## src/rtl/bsg_manycore_pod_reset_sequencer.sv

```systemverilog
// Staggered per-pod reset release for a pod mesh array: hold all pods, then release enabled pods
// one index at a time with an optional idle gap. BSG_MANYCORE_POD_RESET_SEQ_ABORT_EN adds abort_i.
`timescale 1ns/1ps

`ifndef BSG_SAFE_CLOG2
`define BSG_SAFE_CLOG2(x) (((x) <= 1) ? 1 : $clog2(x))
`endif

module bsg_manycore_pod_reset_sequencer #(
    parameter int num_pods_x_p  = 4,
    parameter int num_pods_y_p  = 4,
    parameter int hold_cycles_p = 16,
    parameter int gap_cycles_p  = 8,
    localparam int num_pods_lp  = num_pods_x_p * num_pods_y_p,
    localparam int idx_w_lp     = `BSG_SAFE_CLOG2(num_pods_lp)
) (
    input  logic                   clk_i,
    input  logic                   reset_n_i,
    input  logic                   start_v_i,
    output logic                   start_ready_o,
    input  logic [num_pods_lp-1:0] pod_en_i,
`ifdef BSG_MANYCORE_POD_RESET_SEQ_ABORT_EN
    input  logic                   abort_i,
`endif
    output logic [num_pods_lp-1:0] pod_reset_o,
    output logic                   busy_o,
    output logic                   done_o,
    output logic [idx_w_lp-1:0]    cur_pod_o
);

    localparam int hold_w_lp = `BSG_SAFE_CLOG2(hold_cycles_p + 1);
    localparam int gap_w_lp  = `BSG_SAFE_CLOG2(gap_cycles_p + 1);

    localparam logic [hold_w_lp-1:0] hold_last_lp = hold_w_lp'(hold_cycles_p - 1);
    localparam logic [gap_w_lp-1:0]  gap_last_lp  = gap_w_lp'(gap_cycles_p - 1);
    localparam logic [idx_w_lp-1:0]  idx_last_lp  = idx_w_lp'(num_pods_lp - 1);

    localparam logic [2:0] StIdle    = 3'd0;
    localparam logic [2:0] StHold    = 3'd1;
    localparam logic [2:0] StRelease = 3'd2;
    localparam logic [2:0] StGap     = 3'd3;
    localparam logic [2:0] StDone    = 3'd4;

    logic [2:0]             state_q, state_d;
    logic [num_pods_lp-1:0] mask_q, mask_d;
    logic [num_pods_lp-1:0] pod_reset_q, pod_reset_d;
    logic [idx_w_lp-1:0]    idx_q, idx_d;
    logic [hold_w_lp-1:0]   hold_q, hold_d;
    logic [gap_w_lp-1:0]    gap_q, gap_d;
    logic                   abort_w;
    logic                   rel_w;

`ifdef BSG_MANYCORE_POD_RESET_SEQ_ABORT_EN
    assign abort_w = abort_i;
`else
    assign abort_w = 1'b0;
`endif

    assign rel_w = mask_q[idx_q];

    always_comb begin
        state_d     = state_q;
        mask_d      = mask_q;
        pod_reset_d = pod_reset_q;
        idx_d       = idx_q;
        hold_d      = hold_q;
        gap_d       = gap_q;
        case (state_q)
            StIdle: begin
                if (start_v_i) begin
                    mask_d      = pod_en_i;
                    pod_reset_d = '1;
                    hold_d      = '0;
                    state_d     = StHold;
                end
            end
            StHold: begin
                if (hold_q == hold_last_lp) begin
                    hold_d  = '0;
                    idx_d   = '0;
                    state_d = StRelease;
                end else begin
                    hold_d = hold_q + 1'b1;
                end
            end
            StRelease: begin
                if (rel_w) begin
                    pod_reset_d[idx_q] = 1'b0;
                end
                if (idx_q == idx_last_lp) begin
                    state_d = StDone;
                end else if (rel_w && (gap_cycles_p > 0)) begin
                    gap_d   = '0;
                    state_d = StGap;
                end else begin
                    idx_d = idx_q + 1'b1;
                end
            end
            StGap: begin
                if (gap_q == gap_last_lp) begin
                    gap_d   = '0;
                    idx_d   = idx_q + 1'b1;
                    state_d = StRelease;
                end else begin
                    gap_d = gap_q + 1'b1;
                end
            end
            StDone: begin
                idx_d   = '0;
                state_d = StIdle;
            end
            default: begin
                state_d = StIdle;
            end
        endcase

        // Abort wins over any in-flight step and re-asserts every pod reset.
        if (abort_w && (state_q != StIdle)) begin
            state_d     = StIdle;
            pod_reset_d = '1;
            idx_d       = '0;
            hold_d      = '0;
            gap_d       = '0;
        end
    end

    always_ff @(posedge clk_i) begin
        if (!reset_n_i) begin
            state_q     <= StIdle;
            mask_q      <= '0;
            pod_reset_q <= '1;
            idx_q       <= '0;
            hold_q      <= '0;
            gap_q       <= '0;
        end else begin
            state_q     <= state_d;
            mask_q      <= mask_d;
            pod_reset_q <= pod_reset_d;
            idx_q       <= idx_d;
            hold_q      <= hold_d;
            gap_q       <= gap_d;
        end
    end

    assign start_ready_o = (state_q == StIdle);
    assign busy_o        = (state_q != StIdle);
    assign done_o        = (state_q == StDone) & ~abort_w;
    assign pod_reset_o   = pod_reset_q;
    assign cur_pod_o     = ((state_q == StRelease) || (state_q == StGap)) ? idx_q : '0;

endmodule

```

## config.mk

```make
export PLATFORM = sky130hd
export DESIGN_NAME = bsg_manycore_pod_reset_sequencer
export DESIGN_NICKNAME = d
export VERILOG_FILES = /design/src/rtl/bsg_manycore_pod_reset_sequencer.sv
export SDC_FILE = /design/constraint.sdc
export NUM_CORES = 1
export LEC_CHECK = 0
export BUFFER_PORTS_ARGS = -buffer_cell sky130_fd_sc_hd__buf_4
export CORE_MARGIN = 4
export CORE_UTILIZATION = 30
export CTS_CLUSTER_DIAMETER = 80
export DETAILED_ROUTE_END_ITERATION = 12
export PLACE_DENSITY = 0.56
export RECOVER_POWER = 50
export SYNTH_ARGS = -nofsm -noshare
export SYNTH_HDL_FRONTEND = slang
export SYNTH_SLANG_ARGS = --single-unit
```

## constraint.sdc

```tcl
create_clock -name clk_i -period 1.7 [get_ports clk_i]
set_input_delay 0.085 -clock clk_i [delete_from_list [all_inputs] [get_ports clk_i]]
set_output_delay 0.085 -clock clk_i [all_outputs]
set_load 0.02 [all_outputs]
```

# ---- Word level (Yosys, flattened, before mapping)
# Cells that the tools add are included.
dict set report op_classes {
  magnitude_cmp 2
  mux 26
  n_addsub 3
  reduce_logical 14
  bitwise 2
  eq_ne 14
}
# cell count
set ops {}
lappend ops {{$mux 16} 2}
lappend ops {{$mux 4} 8}
lappend ops {{$pmux 16 s2} 1}
lappend ops {{$and 16x16->16} 1}
lappend ops {{$not 16->16} 1}
lappend ops {{$pmux 4 s4} 1}
lappend ops {{$mux 3} 5}
lappend ops {{$ne 2x2->1 const B} 6}
lappend ops {{$pmux 3 s4} 1}
lappend ops {{$mux 5} 2}
lappend ops {{$pmux 5 s2} 1}
lappend ops {{$add 4x1->4 const B} 2}
lappend ops {{$pmux 4 s2} 1}
lappend ops {{$eq 3x2->1 const B} 2}
lappend ops {{$reduce_and 3->1} 2}
lappend ops {{$reduce_bool 2->1} 3}
lappend ops {{$add 5x1->5 const B} 1}
lappend ops {{$eq 5x4->1 const B} 1}
lappend ops {{$lt 4x5->1 const B} 1}
lappend ops {{$reduce_and 5->1} 1}
lappend ops {{$bmux 1 s4} 1}
lappend ops {{$demux 1 s4} 1}
lappend ops {{$eq 4x3->1 const B} 1}
lappend ops {{$eq 4x4->1 const B} 1}
lappend ops {{other kinds (12)} 14}
dict set report word_totals {
  out_inout_bits 23
  input_bits 19
  word_cells 67
  register_bits 48
}

# ---- Logic depth before layout (Yosys ltp)
# Gate-level depths: netlist (run 1).
dict set report logic_depth {
  word_depth 8
  mapped_depth 9
  mapped_depth_nobuf 7
}

# ---- Least setup slack after synthesis (run 1)
# Ideal clock, no wire load.
dict set report synth_path {
  path_type {reg-to-reg}
  startpoint {register state_q[2]}
  endpoint {register hold_q[2]}
  stages_incl_launch_ff 10
  setup_time_ns 0.128
  period_less_slack_ns 1.889
  n_path_buf 2
  arrival_ns 1.762
  required_ns 1.572
  setup_slack_ns -0.189
  path_cell_list {dfxtp_1 buf_6 or3_1 inv_1 nand2_1 clkbuf_1 nand2_1 o21ai_0 a21oi_1 nor2_1}
}
dict set report synth_via {
  elab_chain_len 3
  word_cells_on_any_way 6
  cone_classes {eq/ne (2); mux (1); reduce/logical (3)}
}
# element line_no
set synth_rtl {}
lappend synth_rtl {{from (decl)} 44} ;# logic [2:0] state_q, state_d;
lappend synth_rtl {{from (signal assigned)} 129} ;# state_q <= StIdle;
lappend synth_rtl {{from (signal assigned)} 136} ;# state_q <= state_d;
lappend synth_rtl {{$logic_not 3->1 *} --}
lappend synth_rtl {{via start_ready_o} 20} ;# output logic start_ready_o,
lappend synth_rtl {{$ne 2x2->1 (no line) or $reduce_bool 2->1 (tied branches)} --}
lappend synth_rtl {{$reduce_and 2->1 (no line)} --}
lappend synth_rtl {{to (signal assigned)} 140} ;# hold_q <= hold_d;
lappend synth_rtl {{to (decl)} 48} ;# logic [hold_w_lp-1:0] hold_q, hold_d;
# The timed path passes the listed nets; every way through them passes the cells marked *.
# A chain may end at the register's enable or synchronous reset.

# ---- Final worst setup path (run 1)
dict set report layout_path {
  startpoint {register idx_q[1]}
  endpoint {register idx_q[3]}
}
dict set report layout_via {
  elab_chain_len 4
  word_cells_on_any_way 11
  cone_classes {add/sub (1); eq/ne (3); mux (6); reduce/logical (1)}
}
# element line_no
set layout_rtl {}
lappend layout_rtl {{from (decl)} 47} ;# logic [idx_w_lp-1:0] idx_q, idx_d;
lappend layout_rtl {{from (signal assigned)} 139} ;# idx_q <= idx_d;
lappend layout_rtl {{$add 4x1->4 or $bmux 1 s4 (tied branches)} {96, 102, 59}}
lappend layout_rtl {{$mux 4 or $mux 1 (tied branches)} {92, 59}}
lappend layout_rtl {{$mux 4 or $ne 2x2->1 (tied branches)} --}
lappend layout_rtl {{$pmux 4 s4 or $reduce_and 5->1 (tied branches)} --}
# Several ways; a longest one is shown, not always the timed one. The select of a mux whose other input is x is not followed.

==> results.txt, run 1 <==
Slowest stage cell, crit path - mux4_2
Unrepaired setup endpoints after global routing - yes
Dpl hpwl - 4.22 mm
Port buffer count - 41
CP required - 1.91 ns
Clock skew - 0.00593 ns
Share of layout cells above drive strength 1 - 0.286
DR iter-0 viols - 124
WL per Instance - 13.1 um
Area of the multi-input gates - 0.00120 sq mm
Seq. cell area - 971 sq um
Max Transition Viols Final - 0
Final hold slack - 0.0138 ns
Num Clock Sinks - 48
Core ar. - 0.00721 sq mm
Area Overhead vs Synth - 35.1%
Critical-path maximum fanout - 9
Residual DRC count - 0
Bufs on Longest Clock Path - 2
Placed inst area - 0.00292 sq mm
Finished Layout Cells - 435
Asr flop ratio synth - 0
Std-Cell Rows - 31
Startpoint types - flop
Synthesized cell area - 0.00222 sq mm
Reg2Reg Setup Slack - -0.16 ns
Max VDD drop - 0.326 mV
Count of cell types in the netlist - 50
Cells along the critical path - mux4_2 > nor2_4 > nor2_2 > a21oi_2 > o211ai_1 > a32o_1
Drt first pass iters - 4
H-tree depth - 2
Largest net degree at the start of global routing - 27
Clock Tree Root - clkbuf_8
Worst Setup SP - idx_q[1]$_SDFFE_PN0P_
Post-synthesis mux area share - 0.0372
Crit path time final - 1.86 ns
Crit end category - flop
Adder-Cell Fraction of Synth Area - 0.0338
Final setup margin - -0.158 ns
Vias in the first global route - 2042
First-pass GRT wire length - 9.25 mm
Reg-to-reg endpoint - idx_q[3]$_SDFFE_PN0P_
Setup crit end - idx_q[3]$_SDFFE_PN0P_
CTS tree - yes
Main flop type after synthesis - dfxtp_1
Synth Area in Compound Gates - 0.213
Fin. Hold Viols - 0
Power Dens Cells - 704 mW/mm^2
CTS buffer count - 5
Ports - 42
Syn_area_per_cell - 8.35 sq um
Clock Latency Late Sink - 0.31 ns
Simple-Gate Fraction of Synth Area - 0.226
Reg2reg path depth - 6
Critical R2R Launch - idx_q[1]$_SDFFE_PN0P_
Fmax - 0.538 GHz
Worst slew margin - 0.745
Initial antenna violation count - 0
N_diodes - 0
# Max-Cap Violations - 0
Die width - 94.1 um
Final worst-path cycle share - 1.09
NumNets Final - 360
Total die area - 0.00885 sq mm
Sequential area share after synthesis - 0.432
Post-Syn Nets - 291
FF+latch count, synth - 48
Grt total ovfl - 0
Failing checks - setup timing
Slowest stage delay, CP - 0.54 ns
Post-route cell area - 0.00300 sq mm
Clock Pin Slew Worst Setup and Hold Paths - 0.09 ns
Via Count - 2069
Antenna-violating nets left - 0
Die span in y - 94.1 um
Final GP Congestion - 0.822
Commonest non-fill, non-tap cell in the layout - buf_4
Largest family of logic cells by synthesized area - simple AND/OR/NAND/NOR gates
Gate Count Post-Synth - 266
Drt total wl - 5.72 mm
# placed instances - 427
Status - finished with violations
Routed vias/inst - 4.76
Number of synthesized flops with an enable pin - 0
HP Class - in2reg
Commonest non-fill, non-tap cells in the layout - buf_4, dfxtp_1, nand2_1
Worst-Margin Slew - 0.381 ns
Setup-failing EPs final - 21
Synth warn - 0
Fill cells - 797
Pleak - 1.13 nW
Critical Path AT - 2.06 ns
GRT Total Usage - 0.133
Starting Density - 0.308
Xor/xnor cell area share of the yosys netlist - 0
CP Class - reg2reg
## where the power goes
part | total [W] | switching (W) | internal (W)
clock network | 0.000729 | 0.000399 | 0.000330
registers | 0.00117 | 0.0000169 | 0.00115
logic | 0.000219 | 0.000111 | 0.000108
## layout make-up
type / instances / share of cell area
Inverter: 8 / 0.0100
Sequential cell: 48 / 0.323
Clock buffer: 6 / 0.0275
Clock inverter: 2 / 0.00500
Timing Repair Buffer: 80 / 0.192
Multi-Input combinational cell: 192 / 0.401
Tap cell: 99 / 0.0413
## worst min path at each step
stage,from,end,cells past startpoint
floorplan,pod_en_i[0],mask_q[0]$_SDFFE_PN0P_,2
global placement,pod_en_i[11],mask_q[11]$_SDFFE_PN0P_,3
detailed placement,pod_en_i[15],mask_q[15]$_SDFFE_PN0P_,3
CTS,pod_en_i[15],mask_q[15]$_SDFFE_PN0P_,3
global route,pod_en_i[7],mask_q[7]$_SDFFE_PN0P_,3
finish,pod_en_i[15],mask_q[15]$_SDFFE_PN0P_,3
## cell usage after synthesis (all sizes together), types with 2 or more instances
master,number,share of area
dfxtp,48,0.43
nand2,39,0.066
a21oi,37,0.085
nor2,35,0.067
a31oi,9,0.025
buf,9,0.029
clkbuf,9,0.016
o21ai,8,0.018
inv,7,0.012
ha,6,0.034
mux2i,6,0.027
nand3,5,0.011
nor3,5,0.016
a211oi,4,0.014
nor3b,3,0.010
a22o,2,0.0079
a32o,2,0.0090
and2,2,0.0056
and3,2,0.0056
nor2b,2,0.0056
o221ai,2,0.0079
o22a,2,0.0079
or4,2,0.0084
## state kept, by name, indices dropped and copies added (netlist names)
signal	flops
pod_reset_o	16
hold_q	5
idx_q	4
gap_q	4
state_q	3
mask_q	16
## logic make-up (layout without fill, tap and decap cells)
logic type               count (synthesis)  count (layout)
AO/OA/AOI/OAI                           76              76
buffers and inverters                   26              96
multiplexers                             7               7
flip-flops                              48              48
adder cells (fa/ha/maj)                  6               6
AND/OR/NAND/NOR                        103             103
## critical path, delay by kind of cell, from the launching register on
family | cells | cell delay (ns)
simple gates | 2 | 0.22
compound gates | 3 | 0.56
flops | 1 | 0.43
mux | 1 | 0.54
## metrics by stage
step | util | power, W | setup slack [ns] | TNS [ns]
floorplan | - | 0.00130 | -0.106 | -0.799
global placement | 0.404 | 0.00141 | -0.145 | -2.27
detailed placement | 0.404 | 0.00141 | -0.198 | -3.35
CTS | 0.420 | 0.00214 | -0.143 | -2.04
global route | 0.416 | 0.00221 | -0.240 | -3.38
finish | 0.416 | 0.00211 | -0.158 | -1.67
## per-layer routing
layer / up-vias / wire length [um] / track usage
met5: - / 0 / 0
met4: 0 / 95 / 0.0433
met3: 9 / 274 / 0.0296
met2: 44 / 2530 / 0.221
met1: 940 / 2810 / 0.169
li1: 1076 / - / -
## timing repair
action,in CTS,in global routing
buffers inserted,0,0
hold buffers,0,0
pin swaps,1,2
setup endpoints to repair,24,27
cloned,0,0
gates resized for setup,7,12
Power figures use the tool's default switching activity.
==> run 2, diff against run 1 <==
--- a/config.mk
+++ b/config.mk
@@ -12,6 +12,7 @@
 export DETAILED_ROUTE_END_ITERATION = 12
 export PLACE_DENSITY = 0.56
 export RECOVER_POWER = 50
+export SETUP_SLACK_MARGIN = 0.2
 export SYNTH_ARGS = -nofsm -noshare
 export SYNTH_HDL_FRONTEND = slang
 export SYNTH_SLANG_ARGS = --single-unit
==> run 2 against run 1 <==
  * The flow still finishes with violations (setup timing)
  * Fmax shrank 2.1%
  * First-iteration DRC count down 8.1%
  * Clock power decreased by 9.9%
  * Routed wire length is 9.2% higher
  * Via count rose by 4.9%
  * Combinational power grew 32%
  * Flip-flop and latch count unchanged
  * Largest power group unchanged
  * Highest routed layer unchanged
  * Non-clock buffer count up 15
  * Setup slack lost 0.039 ns
==> results.txt, run 2 (same netlist as run 1, synthesis figures left out) <==
Worst slack, placed - -0.192 ns
Initial antenna violation count - 0
GRT Total Usage - 0.139
Pleak - 1.25 nW
Fin. Hold Viols - 0
Vias in the first global route - 2091
Port buffer count - 41
Bufs on Longest Clock Path - 2
Largest net degree at the start of global routing - 27
Via Count - 2170
CP Class - reg2reg
Die span in y - 94.1 um
Critical-path maximum fanout - 6
Max VDD drop - 0.295 mV
Dpl hpwl - 4.16 mm
Unrepaired setup endpoints after global routing - yes
Commonest non-fill, non-tap cell in the layout - buf_4
Total die area - 0.00885 sq mm
Clock Latency Late Sink - 0.30 ns
Slowest stage delay, CP - 0.47 ns
Final worst-path cycle share - 1.12
DR iter-0 viols - 114
Std-Cell Rows - 31
Crit path time final - 1.90 ns
Met1 Wirelength - 2.93 mm
Worst slew margin - 0.798
Final GP Congestion - 0.784
Num Clock Sinks - 48
Worst-Margin Slew - 0.302 ns
Grt total ovfl - 0
Top sig layer - met4
Drt first pass iters - 4
Drt total wl - 6.24 mm
HP Class - in2reg
Clock Pin Slew Worst Setup and Hold Paths - 0.09 ns
Worst Setup SP - idx_q[1]$_SDFFE_PN0P_
CTS buffer count - 5
Core ar. - 0.00721 sq mm
Setup TNS - -2.81 ns
Hold_buf cts - 0
NumNets Final - 377
Share of layout cells above drive strength 1 - 0.420
Crit end category - flop
Fmax - 0.527 GHz
Hold Path Origin - pod_en_i[12]
Antenna-violating nets left - 0
First-pass GRT wire length - 9.78 mm
DR WL met3 - 344 um
Commonest non-fill, non-tap cells in the layout - buf_4, dfxtp_1, nor2_1, nand2_1, a21oi_1
Area Overhead vs Synth - 49.6%
Max Transition Viols Final - 0
Critical Path AT - 2.09 ns
Kind of cell adding the most delay to the critical path - simple AND/OR/NAND/NOR gates
# placed instances - 427
Die width - 94.1 um
Routed wl met2 - 2.89 mm
Cells along the critical path - buf_6 > mux2i_1 > a22o_1 > or2_1 > or4_4 > nor2_4 > a21oi_1
Status - finished with violations
Power Dens Cells - 636 mW/mm^2
Final hold slack - 0.0243 ns
H-tree depth - 2
Ports - 42
WP buf/inv - 1
Starting Density - 0.308
Critical R2R Launch - idx_q[1]$_SDFFE_PN0P_
Final setup margin - -0.198 ns
Setup-failing EPs final - 25
Placed inst area - 0.00289 sq mm
Startpoint types - flop
Finished Layout Cells - 451
Clock Tree Root - clkbuf_8
CTS tree - yes
Post-route cell area - 0.00332 sq mm
N_diodes - 0
Slowest stage cell, crit path - or4_4
Clock skew - 0.00881 ns
CP required - 1.89 ns
# Max-Cap Violations - 0
Residual DRC count - 0
WL per Instance - 13.8 um
Failing checks - setup timing
Routed vias/inst - 4.81
==> run 2: tightest hold or removal path, stage by stage <==
cell and delay [ns]:
buf_4 0.11, nand2_1 0.04, a21oi_1 0.05
==> run 2: metal layers <==
metal  GRT usage  up-vias
met5           0        -
met4      0.0409        0
met3      0.0353        6
met2       0.224       45
met1       0.183     1009
li1            -     1110
==> run 2: timing repair <==
item,in CTS,in global routing
pin swaps,17,25
setup buffers,9,6
resized for setup,27,52
cloned,1,1
endpoints found under the setup margin,46,47
==> run 2: power by group <==
group	switching [W]	leakage, nW	internal (W)	total (W)
combinational	0.000143	0.820	0.000146	0.000289
clock	0.000378	0.0400	0.000279	0.000657
sequential	0.0000185	0.393	0.00115	0.00117
total	0.000539	1.25	0.00157	0.00211
==> run 2: final timing paths <==
kind                                      end  slack [ns]  cells past startpoint
hold / removal        mask_q[12]$_SDFFE_PN0P_        0.02                      3
setup / recovery  pod_reset_o[4]$_SDFFE_PN1P_       -0.20                      7
setup reg to reg  pod_reset_o[4]$_SDFFE_PN1P_       -0.20                      7
hold reg to reg        mask_q[2]$_SDFFE_PN0P_        0.46                      2
==> run 2: cell type report <==
type                    instances  area, sq um
clock buffers                   5         68.8
clock inverters                 2         12.5
fillers                       770         3890
inverters                       8         35.0
multi-input cells             194         1400
flip-flops and latches         48          972
well taps                      99          124
repair buffers                 95          713
==> run 2: per-stage QoR <==
step                utilization  power, W
floorplan                     -   0.00132
global placement          0.400   0.00139
detailed placement        0.400   0.00139
CTS                       0.433   0.00209
global route              0.461   0.00222
finish                    0.461   0.00211
